**config.mk**
```make
export PLATFORM = sky130hd
export DESIGN_NAME = ram_word_loader_flat
export DESIGN_NICKNAME = d
export VERILOG_FILES = /design/src/rtl/ram_word_loader_if.sv /design/src/rtl/ram_word_loader.sv /design/src/flat_wrapper.sv
export SDC_FILE = /design/constraint.sdc
export NUM_CORES = 1
export LEC_CHECK = 0
export ABC_AREA = 0
export BUFFER_PORTS_ARGS = -buffer_cell sky130_fd_sc_hd__buf_2
export CORE_ASPECT_RATIO = 1.25
export CORE_UTILIZATION = 60
export DETAILED_ROUTE_END_ITERATION = 10
export PLACE_DENSITY = 0.86
export SLEW_MARGIN = 20
export SYNTH_ARGS = -nofsm -noshare
export SYNTH_HDL_FRONTEND = slang
export SYNTH_SLANG_ARGS = --single-unit
```
**constraint.sdc**
```tcl
create_clock -name clock0 -period 9.8 [get_ports clock0]
set_input_delay 0.98 -clock clock0 [delete_from_list [all_inputs] [get_ports clock0]]
set_output_delay 0.98 -clock clock0 [all_outputs]
set_load 0.02 [all_outputs]
```
**src/rtl/ram_word_loader_if.sv**
```systemverilog
// ram_word_loader_if: control, byte-stream and RAM port-A signals of the
// word loader. The slave modport is the loader's view; the master modport is
// the view of whatever drives the loader and observes the RAM port.
interface ram_word_loader_if #(
    parameter int WIDTH   = 28,
    parameter int WIDTHAD = 12
);
    logic               start;
    logic [WIDTHAD-1:0] base;
    logic [WIDTHAD:0]   count;
    logic [7:0]         in_data;
    logic               in_valid;
    logic               in_ready;
    logic [WIDTHAD-1:0] address_a;
    logic               wren_a;
    logic [WIDTH-1:0]   data_a;
    logic               busy;
    logic               done;
    logic [WIDTH-1:0]   checksum;

    modport master (
        output start, base, count, in_data, in_valid,
        input  in_ready, address_a, wren_a, data_a, busy, done, checksum
    );

    modport slave (
        input  start, base, count, in_data, in_valid,
        output in_ready, address_a, wren_a, data_a, busy, done, checksum
    );
endinterface

```
**src/rtl/ram_word_loader.sv**
```systemverilog
// ram_word_loader: assembles a little-endian byte stream into WIDTH-bit words
// and writes them to consecutive RAM port-A addresses starting at base.
// Optional feature macro: RAM_WORD_LOADER_CHECKSUM_EN (XOR checksum of all
// written words); when undefined checksum is tied to zero.
module ram_word_loader #(
    parameter int WIDTH   = 28,
    parameter int WIDTHAD = 12
) (
    input logic              clock0,
    input logic              reset,
    ram_word_loader_if.slave bus
);
    localparam int NBYTES = (WIDTH + 7) / 8;
    localparam int BIDXW  = (NBYTES > 1) ? $clog2(NBYTES) : 1;

    typedef enum logic [1:0] {IDLE, FILL, WRITE, DONE} state_t;

    state_t               state;
    state_t               next_state;
    logic [WIDTHAD-1:0]   base_q;
    logic [WIDTHAD:0]     count_q;
    logic [WIDTHAD:0]     word_idx;
    logic [BIDXW-1:0]     byte_idx;
    logic [NBYTES*8-1:0]  word_buf;
    logic [NBYTES*8-1:0]  word_next;
    logic                 accept;
    logic                 last_byte;
    logic                 last_word;
    logic                 start_ok;

    // in_ready is the only output decoded straight from the state
    assign bus.in_ready = (state == FILL);

    // Handshake decode and byte insertion into the word being assembled
    always_comb begin
        accept    = bus.in_valid && (state == FILL);
        last_byte = (byte_idx == BIDXW'(NBYTES - 1));
        last_word = ((word_idx + 1'b1) == count_q);
        start_ok  = bus.start && ((state == IDLE) || (state == DONE));
        word_next = word_buf;
        for (int unsigned k = 0; k < NBYTES; k++) begin
            if (accept && (byte_idx == BIDXW'(k))) begin
                word_next[8*k +: 8] = bus.in_data;
            end
        end
    end

    // Next-state decode
    always_comb begin
        next_state = state;
        case (state)
            IDLE, DONE: begin
                if (bus.start) begin
                    next_state = (bus.count == '0) ? DONE : FILL;
                end
            end
            FILL: begin
                if (accept && last_byte) begin
                    next_state = WRITE;
                end
            end
            WRITE: begin
                next_state = last_word ? DONE : FILL;
            end
            default: next_state = IDLE;
        endcase
    end

    // State register
    always_ff @(posedge clock0) begin
        if (reset) begin
            state <= IDLE;
        end else begin
            state <= next_state;
        end
    end

    // Registered outputs and datapath; outputs are loaded from next_state so
    // that wren_a/busy/done line up with the state they describe
    always_ff @(posedge clock0) begin
        if (reset) begin
            base_q        <= '0;
            count_q       <= '0;
            word_idx      <= '0;
            byte_idx      <= '0;
            word_buf      <= '0;
            bus.address_a <= '0;
            bus.data_a    <= '0;
            bus.wren_a    <= 1'b0;
            bus.busy      <= 1'b0;
            bus.done      <= 1'b0;
        end else begin
            bus.wren_a <= (next_state == WRITE);
            bus.busy   <= (next_state == FILL) || (next_state == WRITE);
            bus.done   <= (next_state == DONE);
            if (start_ok) begin
                base_q   <= bus.base;
                count_q  <= bus.count;
                word_idx <= '0;
                byte_idx <= '0;
            end
            if (accept) begin
                word_buf <= word_next;
                byte_idx <= last_byte ? '0 : byte_idx + 1'b1;
            end
            if ((state == FILL) && (next_state == WRITE)) begin
                bus.address_a <= base_q + word_idx[WIDTHAD-1:0];
                bus.data_a    <= word_next[WIDTH-1:0];
            end
            if (state == WRITE) begin
                word_idx <= word_idx + 1'b1;
            end
        end
    end

`ifdef RAM_WORD_LOADER_CHECKSUM_EN
    // XOR accumulator over every word presented on data_a during WRITE
    always_ff @(posedge clock0) begin
        if (reset) begin
            bus.checksum <= '0;
        end else if (start_ok) begin
            bus.checksum <= '0;
        end else if (state == WRITE) begin
            bus.checksum <= bus.checksum ^ bus.data_a;
        end
    end
`else
    assign bus.checksum = '0;
`endif

endmodule

```
**src/flat_wrapper.sv**
```systemverilog
// flat-port wrapper written by rule: the top's interface ports become plain ports
module ram_word_loader_flat 
#(
    parameter int WIDTH   = 28,
    parameter int WIDTHAD = 12
)
  (clock0, reset, bus_start, bus_base, bus_count, bus_in_data, bus_in_valid, bus_in_ready, bus_address_a, bus_wren_a, bus_data_a, bus_busy, bus_done, bus_checksum);
  ram_word_loader_if #(.WIDTH(WIDTH), .WIDTHAD(WIDTHAD)) bus_i ();
  input logic clock0;
  input logic reset;
  input wire logic [$bits(bus_i.start)-1:0] bus_start;
  input wire logic [$bits(bus_i.base)-1:0] bus_base;
  input wire logic [$bits(bus_i.count)-1:0] bus_count;
  input wire logic [$bits(bus_i.in_data)-1:0] bus_in_data;
  input wire logic [$bits(bus_i.in_valid)-1:0] bus_in_valid;
  output wire logic [$bits(bus_i.in_ready)-1:0] bus_in_ready;
  output wire logic [$bits(bus_i.address_a)-1:0] bus_address_a;
  output wire logic [$bits(bus_i.wren_a)-1:0] bus_wren_a;
  output wire logic [$bits(bus_i.data_a)-1:0] bus_data_a;
  output wire logic [$bits(bus_i.busy)-1:0] bus_busy;
  output wire logic [$bits(bus_i.done)-1:0] bus_done;
  output wire logic [$bits(bus_i.checksum)-1:0] bus_checksum;
  assign bus_i.start = bus_start;
  assign bus_i.base = bus_base;
  assign bus_i.count = bus_count;
  assign bus_i.in_data = bus_in_data;
  assign bus_i.in_valid = bus_in_valid;
  assign bus_in_ready = bus_i.in_ready;
  assign bus_address_a = bus_i.address_a;
  assign bus_wren_a = bus_i.wren_a;
  assign bus_data_a = bus_i.data_a;
  assign bus_busy = bus_i.busy;
  assign bus_done = bus_i.done;
  assign bus_checksum = bus_i.checksum;
  ram_word_loader #(.WIDTH(WIDTH), .WIDTHAD(WIDTHAD)) u_core (.clock0(clock0), .reset(reset), .bus(bus_i));
endmodule
```
==> flow_summary.toml <==
[place]
dp.cells = 810
port_buffers = 80
hpwl_mm = 8.626
place.gp.congestion = 0.8469
place_area_um2 = 5781

[clock_network]
clk_pin_slew_ps = 60
cts_resized = 0
cts_buffers = 17
cts_root_buf = "clkbuf_8"
ctsHoldBuffers = 0
cts_tree = "yes"
postCtsSetupRepairBufs = 0
clock_sinks = 113
cts_htree_levels = 4
clock_path_buffers = 2
worstSkewPairLatency_ps = 540

[logic_synthesis]
synth-async-reset-ratio_pct = 0
syn_area_um2 = 5519
synthFlopType = "dfxtp_1"
synth_top_area_share_pct = 40.99
synthCells = 650
ys_seq_area_share_pct = 40.99
ys_ff_latch = 113
ys_types = 54
synth-edff-count = 0
synth_top_area_cell = "dfxtp_1"
avgSynthCellArea_um2 = 8.491
ys_top_cells_by_area = "dfxtp_1 (41%), nand2_1 (5.6%), nor2_1 (5.4%)"
yosys_warnings = 0

[sta]
hold_slack_ps = 450.4
worst_slew_pin_slew_ps = 1009
maxSlewHeadroom_pct = 32.75
rsz0062_at_grt = "false"
finClkSkew_ps = 9.203
tns_ps = 0
setup_viol = 0
finalMaxSlewViolations = 0
fin_crit_ps = 3975
hold_viol_final = 0
post-route-period-util_pct = 40.56
max_freq_ghz = 0.2516

[worst_setup_path]
start_kind = "flop"
worstPathCellList = "ha_1 > nand4_2 > or4_1 > a21oi_1 > o2111ai_1 > a211oi_1 > ha_1 > and2_4 > o211ai_1 > a211o_1 > a211oi_1"
crit_family = "compound AO/OA/AOI/OAI gates"
worst_r2r_endpoint = "u_core.bus.address_a[11]$_SDFFE_PP0P_"
crit_path_end = "u_core.bus.address_a[11]$_SDFFE_PP0P_"
path_max_fanout = 66
endpoint_kind = "flop"
crit_type = "reg -> reg"
path_depth = 11
critPathBufInv = 0
reg2reg_depth = 11
cpMaxStageDelayCell = "and2_4"
cp.arrival_ps = 4430
critPathLaunch = "u_core.word_idx[0]$_SDFFE_PP0P_"
slowest_delay_ps = 580
worst_ep_required_time_ps = 10260
worst-r2r-setup-slack_ps = 5820
r2r_start = "u_core.word_idx[0]$_SDFFE_PP0P_"

[layout]
final_util_pct = 72.29
stdcell_area_um2 = 6359
stdcell_count = 842
num-fill-cells = 625
area_delta_synth_final_pct = 15.21
layout-drive-gt1-share_pct = 16.48
fin_nets = 767
n_antenna_cell = 0

[floorplanning]
die_w_um = 87.79
die_h_um = 109.2
rows = 38
coreArea_um2 = 8796
die_area_um2 = 9589
ios = 109
initial_utilization_pct = 62.75

[power_and_ir_drop]
leakagePower_nw = 2.756
vdd_ir_drop_max_uv = 177.5
p_per_area_nw_per_um2 = 250.6

[detailed_routing]
via_per_inst = 5.621
wl_mm = 12.93
vias = 4733
drt_iter0_drc = 311
route.detailed.drc = 0
wire_per_inst_um = 15.35
detail_route.first_pass.iterations = 5
ant_nets = 0

[flow_run]
max_cap_viol_count = 0

[grt]
grtUsageTotal_pct = 28.33
grt_max_degree = 119
grt_pass1_wl_mm = 20.58
overflow = 0
grt_pass1_vias = 4487
antenna_found_initial = 0

[hold_path]
min_path_type = "reg -> reg"

[run_status]
outcome = "finished, final reports clean"
## how the worst min path moves through the flow
stage	start	endpoint	slack, ps	depth (start not counted)
2_1_floorplan	u_core.base_q[0]$_SDFFE_PP0P_	u_core.base_q[0]$_SDFFE_PP0P_	440	2
3_3_place_gp	u_core.bus.address_a[3]$_SDFFE_PP0P_	u_core.bus.address_a[3]$_SDFFE_PP0P_	440	2
3_5_place_dp	u_core.bus.address_a[3]$_SDFFE_PP0P_	u_core.bus.address_a[3]$_SDFFE_PP0P_	450	2
4_1_cts	u_core.bus.address_a[3]$_SDFFE_PP0P_	u_core.bus.address_a[3]$_SDFFE_PP0P_	460	2
5_1_grt	u_core.bus.address_a[3]$_SDFFE_PP0P_	u_core.bus.address_a[3]$_SDFFE_PP0P_	480	2
6_report	u_core.bus.address_a[3]$_SDFFE_PP0P_	u_core.bus.address_a[3]$_SDFFE_PP0P_	450	2
## Yosys cell counts (3+ instances only)
cell type  count
a211o_1        4
a211oi_1      37
a21o_1         4
a21oi_1       50
a31oi_1        5
a41oi_1        4
and2_1         5
and4_1         3
buf_2          3
buf_4         34
clkbuf_1      29
dfxtp_1      113
ha_1          20
inv_1         14
mux2i_1       29
nand2_1       83
nand3_1       12
nand3b_1       8
nand4_1        3
nor2_1        79
nor2b_1        8
nor3_1         7
nor3b_1        6
nor4_1         4
o211ai_1       5
o21a_1         4
o21ai_0       17
o31ai_1        5
or3_1          4
xnor2_1       12
xor2_1         5
## through the flow
step | setup slack, ps | total power [mW]
after global placement | 5808 | 0.9804
after detailed placement | 5544 | 0.9984
after CTS | 5523 | 1.595
final | 5825 | 1.593
after global routing | 5608 | 1.671
after floorplan | 6624 | 0.8940
## layout make-up
cell class | count | area (µm²) | area share (%)
inverter | 14 | 52.55 | 0.8264
clock inverter | 14 | 145.1 | 2.283
timing repair buffer | 81 | 414.1 | 6.513
tap | 120 | 150.1 | 2.361
multi-input combinational | 482 | 2907 | 45.71
sequential | 113 | 2262 | 35.58
clock buffer | 18 | 427.9 | 6.730
## power by group
| group | switching (mW) | total, mW | internal [mW] |
|---|---|---|---|
| Combinational | 0.287 | 0.441 | 0.154 |
| Clock | 0.243 | 0.595 | 0.352 |
| Sequential | 0.0379 | 0.557 | 0.519 |
| Total | 0.569 | 1.59 | 1.02 |
## per-layer routing
metal  wire length (µm)  part of all wire (%)  GRT usage [%]  vias to the layer above
li1                   -                     -              -                     2340
met1               5164                    40          30.85                     2205
met2               6650                    51          49.61                      154
met3                751                   5.8          7.721                       34
met4                360                   2.8          14.87                        0
met5                  0                     0              0                        -
## registers in the layout, indices dropped and copies added (netlist names), 2 cells and up
signal,count
u_core.bus.data_a,28
u_core.word_buf,28
u_core.count_q,13
u_core.word_idx,13
u_core.base_q,12
u_core.bus.address_a,12
u_core.byte_idx,2
u_core.state,2
## layout by cell type (no fill, tap or decap), drive strengths merged, types with 20 or more instances in the layout
master / n
inv: 23
ha: 20
conb: 28
mux2i: 29
buf: 81
a211oi: 37
nor2: 79
a21oi: 50
dfxtp: 113
nand2: 83
## worst min-delay path: stages, from the launching register on
cell	delay [ps]
dfxtp_1	310
nand2_1	50
a21oi_1	50
## cell families after synthesis
kind of cell    synth area share [%]
buf+inv                        8.229
mux                            5.464
simple gates                   20.09
xor+xnor                       2.698
fa+ha+maj                      4.897
compound gates                 17.57
other cells                  0.06795
flops                          40.99
No activity file was read; power rests on OpenSTA's default activity.
